==> src/rtl/i2s_pkg.sv <==
// i2s_pkg: constants and sync-state type shared by the I2S receiver and transmitter.
package i2s_pkg;
  localparam int I2S_SLOT_BITS = 32;
  localparam int I2S_CNT_W = 6;
  localparam logic I2S_CH_LEFT = 1'b0;
  localparam logic I2S_CH_RIGHT = 1'b1;
  typedef enum logic [1:0] {SYNC_IDLE, SYNC_HUNT, SYNC_RUN} sync_e;
endpackage

==> src/rtl/i2s_rx_sync.sv <==
// i2s_rx_sync: 2-flop synchronisers for sclk/lrclk/din plus a registered sclk rise strobe.
// lrclk/din are re-registered alongside the strobe so all three stay cycle-aligned.
module i2s_rx_sync (
  input  logic clk_i,
  input  logic rst_i,
  input  logic sclk_i,
  input  logic lrclk_i,
  input  logic din_i,
  output logic rise_o,
  output logic lrclk_o,
  output logic din_o
);
  logic [1:0] sclk_q, lr_q, din_q;
  logic sclk_prev_q, rise_q, lr_out_q, din_out_q;
  always_ff @(posedge clk_i) begin
    if (rst_i) begin
      sclk_q <= '0;
      lr_q <= '0;
      din_q <= '0;
      sclk_prev_q <= 1'b0;
      rise_q <= 1'b0;
      lr_out_q <= 1'b0;
      din_out_q <= 1'b0;
    end else begin
      sclk_q <= {sclk_q[0], sclk_i};
      lr_q <= {lr_q[0], lrclk_i};
      din_q <= {din_q[0], din_i};
      sclk_prev_q <= sclk_q[1];
      rise_q <= sclk_q[1] & ~sclk_prev_q;
      lr_out_q <= lr_q[1];
      din_out_q <= din_q[1];
    end
  end
  assign rise_o = rise_q;
  assign lrclk_o = lr_out_q;
  assign din_o = din_out_q;
endmodule

==> src/rtl/i2s_receiver.sv <==
// i2s_receiver: slave-mode I2S capture of 32-bit slots into parallel L/R samples.
// Optional I2S_RECEIVER_FRAME_CHECK_EN: slots not exactly 32 bits raise frame_err and are dropped.
module i2s_receiver
  import i2s_pkg::*;
#(
  parameter int SAMPLE_WIDTH = 16,
  parameter bit RIGHT_JUSTIFY = 1'b1
) (
  input  logic clk48m,
  input  logic rst,
  input  logic sclk,
  input  logic lrclk,
  input  logic din,
  output logic [SAMPLE_WIDTH-1:0] left_sample,
  output logic [SAMPLE_WIDTH-1:0] right_sample,
  output logic sample_valid,
  output logic frame_err
);
  logic rise, lr, d;
  sync_e state_q, state_d;
  logic lr_prev_q, lr_prev_d, armed_q, armed_d, valid_q, valid_d, err_q, err_d;
  logic [I2S_SLOT_BITS-2:0] sr_q, sr_d;
  logic [I2S_SLOT_BITS-1:0] slot;
  logic [SAMPLE_WIDTH-1:0] sample, stage_q, stage_d, left_q, left_d, right_q, right_d;
  logic change, commit, commit_l, commit_r, bad;

  i2s_rx_sync u_sync (
    .clk_i(clk48m),
    .rst_i(rst),
    .sclk_i(sclk),
    .lrclk_i(lrclk),
    .din_i(din),
    .rise_o(rise),
    .lrclk_o(lr),
    .din_o(d)
  );

  assign change = rise && (lr != lr_prev_q);
  assign commit = change && (state_q == SYNC_RUN);
  assign slot = {sr_q, d};
  assign sample = SAMPLE_WIDTH'(RIGHT_JUSTIFY ? slot : (slot >> (I2S_SLOT_BITS - SAMPLE_WIDTH)));

`ifdef I2S_RECEIVER_FRAME_CHECK_EN
  logic [I2S_CNT_W-1:0] cnt_q, cnt_d, cnt_inc;
  assign cnt_inc = (cnt_q == '1) ? cnt_q : cnt_q + 1'b1;
  assign cnt_d = rise ? (change ? '0 : cnt_inc) : cnt_q;
  assign bad = cnt_inc != I2S_CNT_W'(I2S_SLOT_BITS);
  always_ff @(posedge clk48m) cnt_q <= rst ? '0 : cnt_d;
`else
  assign bad = 1'b0;
`endif

  always_ff @(posedge clk48m) begin
    if (rst) begin
      state_q <= SYNC_IDLE;
      lr_prev_q <= 1'b0;
      armed_q <= 1'b0;
      valid_q <= 1'b0;
      err_q <= 1'b0;
      sr_q <= '0;
      stage_q <= '0;
      left_q <= '0;
      right_q <= '0;
    end else begin
      state_q <= state_d;
      lr_prev_q <= lr_prev_d;
      armed_q <= armed_d;
      valid_q <= valid_d;
      err_q <= err_d;
      sr_q <= sr_d;
      stage_q <= stage_d;
      left_q <= left_d;
      right_q <= right_d;
    end
  end

  // The first rise only records lrclk; the next lrclk change marks the first real slot boundary.
  always_comb begin
    state_d = !rise ? state_q : (state_q == SYNC_IDLE) ? SYNC_HUNT : change ? SYNC_RUN : state_q;
  end

  always_comb begin
    commit_l = commit && (lr_prev_q == I2S_CH_LEFT);
    commit_r = commit && (lr_prev_q != I2S_CH_LEFT);
    lr_prev_d = rise ? lr : lr_prev_q;
    sr_d = rise ? (change ? '0 : slot[I2S_SLOT_BITS-2:0]) : sr_q;
    stage_d = (commit_l && !bad) ? sample : stage_q;
    armed_d = commit_l ? !bad : commit_r ? 1'b0 : armed_q;
    valid_d = commit_r && !bad && armed_q;
    err_d = commit && bad;
    left_d = valid_d ? stage_q : left_q;
    right_d = valid_d ? sample : right_q;
  end

  assign left_sample = left_q;
  assign right_sample = right_q;
  assign sample_valid = valid_q;
  assign frame_err = err_q;
endmodule

==> config.mk <==
export PLATFORM = sky130hd
export DESIGN_NAME = i2s_receiver
export DESIGN_NICKNAME = d
export VERILOG_FILES = /design/src/rtl/i2s_pkg.sv /design/src/rtl/i2s_rx_sync.sv /design/src/rtl/i2s_receiver.sv
export SDC_FILE = /design/constraint.sdc
export NUM_CORES = 1
export LEC_CHECK = 0
export ABC_CLOCK_PERIOD_IN_PS = 3800
export BUFFER_PORTS_ARGS = -buffer_cell sky130_fd_sc_hd__buf_2
export CAP_MARGIN = 10
export CORE_MARGIN = 3
export CORE_UTILIZATION = 60
export DETAILED_ROUTE_END_ITERATION = 10
export PLACE_DENSITY = 0.88
export SYNTH_ARGS = -nofsm -noshare
export SYNTH_HDL_FRONTEND = slang
export SYNTH_HIERARCHICAL = 1
export SYNTH_SLANG_ARGS = --single-unit
==> constraint.sdc <==
create_clock -name clk48m -period 3.8 [get_ports clk48m]
set_input_delay 0.19 -clock clk48m [delete_from_list [all_inputs] [get_ports clk48m]]
set_output_delay 0.19 -clock clk48m [all_outputs]
set_load 0.01 [all_outputs]
# After elaboration in Yosys (flattened, before gate mapping)
# Cells that the tools add are included.
dict set report classes {
  eq_ne 2
  muxes 5
  bitwise 3
  n_reduce_logical 9
}
# operator n
set op_table {}
lappend op_table {{15-bit 2-to-1 mux} 1}
lappend op_table {{1-bit logical AND} 5}
lappend op_table {{2-bit 2-to-1 mux} 2}
lappend op_table {{2-bit nonzero test} 2}
lappend op_table {{2-bit == test, second input constant} 1}
lappend op_table {{2-bit zero test} 1}
lappend op_table {{1-bit 2-to-1 mux} 2}
lappend op_table {{1-bit inverter} 2}
lappend op_table {{2-bit AND reduction} 1}
lappend op_table {{1-bit AND} 1}
lappend op_table {{1-bit inequality test} 1}
dict set report totals {
  regBits 78
  wordCells 34
}

# Logic depth before layout (Yosys ltp)
dict set report depth {
  depth_word 6
  depth_mapped 6
  ltp_nobuf 3
}

# By module
# Netlist, hierarchy kept.
# module n_inst cells_per_inst area_per_inst_um2 seq_area_each_um2
set modules_own_cells {}
lappend modules_own_cells {i2s_receiver 1 265 2727.6 1361.3}
lappend modules_own_cells {i2s_rx_sync 1 20 269.0 200.2}

# Worst setup path after synthesis
# Ideal clock, no wire load.
dict set report synth_path {
  path_kind {register to register}
  start {reg u_sync.rise_q (netlist: u_sync/rise_o)}
  end {reg stage_q[10]}
  arrival_ps 1176
  slack_ps 2552
  stages_incl_launch_ff 7
  path_cell_list {dfxtp_1 > buf_6 > nand3b_2 > nor3b_2 > buf_6 > buf_12 > mux2i_1}
}
dict set report synth_via {
  elab_chain_len 3
}
# item line
set synth_lines {}
lappend synth_lines {{from (decl)} i2s_rx_sync.sv:14} ;# logic sclk_prev_q, rise_q, lr_out_q, din_out_q;
lappend synth_lines {{from (signal assigned)} i2s_rx_sync.sv:29} ;# rise_q <= sclk_q[1] & ~sclk_prev_q;
lappend synth_lines {{1-bit logical AND} i2s_receiver.sv:38} ;# assign change = rise && (lr != lr_prev_q);
lappend synth_lines {{1-bit logical AND} i2s_receiver.sv:39} ;# assign commit = change && (state_q == SYNC_RUN);
lappend synth_lines {{1-bit logical AND} i2s_receiver.sv:83} ;# commit_l = commit && (lr_prev_q == I2S_CH_LEFT);
lappend synth_lines {{to (signal assigned)} i2s_receiver.sv:71} ;# stage_q <= stage_d;
lappend synth_lines {{to (decl)} i2s_receiver.sv:24} ;# logic [SAMPLE_WIDTH-1:0] sample, stage_q, stage_d, left_q, left_d, right_q, right_d;
# Every way passes these cells.
# A chain may end at the register's enable or synchronous reset.

# Final worst setup path
# Ends and elaborated chain as after synthesis.

==> metrics.md <==
| Metric | Value |
|---|---|
| RR Endpoint | stage_q[10]$_SDFFE_PP0P_ |
| Leakage dissipation | 1.44 nW |
| I/O pins | 39 |
| CTS tree | done |
| Clk sinks | 78 |
| Unique masters post-synth | 28 |
| Crit path kind | reg -> reg |
| Compound-Gate Fraction of Synth Area | 3.55% |
| Routed WL | 4730 um |
| Skew final | 0.00943 ns |
| Placed Area | 0.00315 sq mm |
| H-tree depth | 3 |
| Worst path slowest cell | nor3b_4 |
| Iter 0 DRT Violations | 98 |
| Die ar. | 0.00588 sq mm |
| Die H | roughly 77 um |
| Synth-to-Final Area Change | 12.2% |
| Max-cap violations | 0 |
| Chip Width | 76.7 um |
| CP Capture Type | flip-flop |
| Adder-Cell Fraction of Synth Area | 0% |
| Max Slew Vio Count | 0 |
| Antenna Cells | 0 |
| Filler cells | approximately 370 |
| ANT nets after route | 0 |
| First-pass GRT wire length | about 8600 um |
| Clock transition at path regs | approximately 0.08 ns |
| Total grt overflow | 0 |
| Fraction of registers with async set/reset | 0% |
| DP Wirelength | 2930 um |
| Largest net degree at the start of global routing | between 80 and 90 |
| Register bit count reported by yosys | 78 |
| Routed len/inst | 12.2 um |
| Post-synth EDFFs | 0 |
| Grt met3 use | 5.99% |
| Routed vias/inst | about 5.0 |
| Crit path capture | stage_q[10]$_SDFFE_PP0P_ |
| Overall via count from detail_route | 1940 |
| R2R depth | 3 |
| Most Crowded Layer GR | met2 |
| Total CTS buffers | 9 |
| GR Util met2 | 28.5% |
| R2R setup slack | 1.62 ns |
| Slew @ Worst Pin | between 1 and 1.5 ns |
| Final setup violation count | 0 |
| Area of the core | between 0.004 and 0.005 sq mm |
| Crit path required time | 4.08 ns |
| Routability Congestion | about 0.72 |
| Most common cell in the synthesized netlist | dfxtp_1 |
| Vias in the first global route | 1907 |
| Status | completed |
| Sequential fraction of the synthesis area | ~52% |
| Initial core utilization | 62.6% |
| Cells after synthesis | 285 |
| CP Cell Sequence | nand3b_2 > nor3b_4 > mux2i_1 |
| Row count | 25 |
| Mean Syn Cell Area | roughly 11 sq um |
| First drt pass iteration count | 4 |
| Largest family of logic cells by synthesized area | simple AND/OR/NAND/NOR gates |
| Fin nets | 321 |
| GRT Overall Usage | between 10% and 20% |
| Pwr dens | about 440 mW/mm^2 |
| Post-CTS Setup Repair Bufs | 0 |
| Max Fclk | 458 MHz |
| Share of layout cells above drive strength 1 | 19.0% |
| CTS Buffer Depth | 2 |
| Relative slew slack | 29.0% |
| Initial antenna violation count | 0 |
| Mapped cell area | about 0.003 sq mm |
| CP Max Fanout | 20 |
| Final worst path period share | 57.4% |
| Max IR drop VDD | roughly 0.39 mV |
| Synth Flop Type | dfxtp_1 |
| Startpoint Class | flip-flop |
| Most frequent cells after synthesis | 78 x dfxtp_1, 64 x nand2b_1, 49 x mux2i_1, 18 x a21oi_1 |
| Worst setup startpoint | u_sync/rise_o$_SDFF_PP0_ |
| Hold buffers post-CTS | 0 |
| Post_cts resized | 0 |
| Final min period | 2.18 ns |
| Multiplexer share of the synthesized area | 16.4% |
| Worst hold path class | in -> reg |
| Final hold vios | 0 |
| FF-to-FF Start | u_sync/rise_o$_SDFF_PP0_ |
| Largest stage delay on the critical path | 0.91 ns |
| Clock tree root driver cell | clkbuf_8 |
| RSZ-0062 raised after global routing | no |
| Synth Area in Simple Gates | 22.3% |
| Clk Latency, worst-skew pair | 0.35 ns |
| Yosys top cell by area | dfxtp_1 |
| Synth top area cells | dfxtp_1 52%, mux2i_1 16%, nand2b_1 13%, a21oi_1 3.0%, nand3_1 2.5% |
| Final instance area | approximately 0.0034 sq mm |
| Net count after synthesis | 290 |
| Yosys warning total | 6 |
| Setup TNS | 0 ns |
| Post-Synth XOR/XNOR Area | less than 1% |
| Met1 Use GR | about 22% |
| Worst Path Arrival | 2.46 ns |
| IO buf count | 37 |
| Post-synth top area share | a little over half |
| Drc violations | 0 |
[where the power goes]
part | switching, W | leakage, nW | internal, W | total (W)
combinational | 0.0000172 | 0.711 | 0.0000178 | 0.0000350
sequential | 0.00000514 | 0.630 | 0.000823 | 0.000828
clock | 0.000291 | 0.0976 | 0.000338 | 0.000629
[worst min path at each step]
stage / from / to / slack (ns) / depth (start not counted)
detailed placement: lrclk / u_sync/lr_q[0]$_SDFF_PP0_ / 0.41 / 2
floorplan: rst / u_sync/rise_o$_SDFF_PP0_ / 0.26 / 1
CTS: lrclk / u_sync/lr_q[0]$_SDFF_PP0_ / 0.04 / 2
global placement: u_sync/sclk_prev_q$_SDFF_PP0_ / u_sync/rise_o$_SDFF_PP0_ / 0.39 / 1
global route: lrclk / u_sync/lr_q[0]$_SDFF_PP0_ / 0.04 / 2
finish: lrclk / u_sync/lr_q[0]$_SDFF_PP0_ / 0.05 / 2
[cell families (layout without fill, tap and decap cells)]
logic type / after synthesis / in the layout
multiplexers: 49 / 49
AO/OA/AOI/OAI: 21 / 21
AND/OR/NAND/NOR: 113 / 113
other: 1 / 1
XOR/XNOR: 1 / 1
flip-flops: 78 / 78
buffers and inverters: 22 / 58
[final cells by class]
cell class	count	area [sq um]	area share, %
inverters	2	7.51	0.223
flip-flops and latches	78	1560	46.4
clock buffers	11	151	4.50
well taps	67	83.8	2.49
clock inverters	5	57.6	1.71
repair buffers	40	208	6.18
multi-input cells	185	1290	38.4
[state kept, by name, summed over array words and instances (netlist names), 2 cells and up]
| register | count |
|---|---|
| stage_q | 16 |
| u_sync/sclk_q | 2 |
| left_sample | 16 |
| state_q | 2 |
| right_sample | 16 |
| sr_q | 15 |
| u_sync/lr_q | 2 |
| u_sync/din_q | 2 |
[worst max-delay path, delay by kind of cell, from the launching register on]
kind | cells | cell delay (ns)
muxes | 1 | 0.29
DFF | 1 | 0.74
and+or+nand+nor | 2 | 1.09
[layout by cell type (no fill, tap or decap), types with 2 or more instances in the layout]
| cell | netlist | routed |
|---|---|---|
| buf_2 | 4 | 37 |
| nor2_1 | 2 | 2 |
| clkbuf_8 | 0 | 11 |
| mux2i_1 | 49 | 49 |
| dfxtp_1 | 78 | 78 |
| nor2b_1 | 9 | 9 |
| nand3_1 | 15 | 15 |
| buf_4 | 2 | 3 |
| nand2_1 | 15 | 15 |
| nand2b_1 | 64 | 64 |
| clkinvlp_4 | 0 | 3 |
| a21oi_1 | 18 | 18 |
[stage by stage]
stage / utilization [%] / setup slack [ns] / power [W] / instances / hold slack (ns)
finish: 70.2 / 1.62 / 0.00149 / 388 / 0.0525
global route: 70.2 / 1.46 / 0.00155 / 388 / 0.0433
detailed placement: 65.9 / 1.61 / 0.000882 / 372 / 0.406
floorplan: - / 2.55 / 0.000876 / 285 / 0.261
CTS: 70.2 / 1.58 / 0.00151 / 388 / 0.0366
global placement: 65.9 / 1.67 / 0.000881 / 372 / 0.394
[per-layer routing]
| metal | vias up | share of wire (%) | wire, um |
|---|---|---|---|
| met5 | - | 0 | 0 |
| met4 | 0 | 2.7 | 129 |
| met3 | 13 | 4.4 | 210 |
| met2 | 45 | 46 | 2190 |
| met1 | 880 | 46 | 2200 |
| li1 | 1002 | - | - |
No activity file was read; power rests on OpenSTA's default activity.
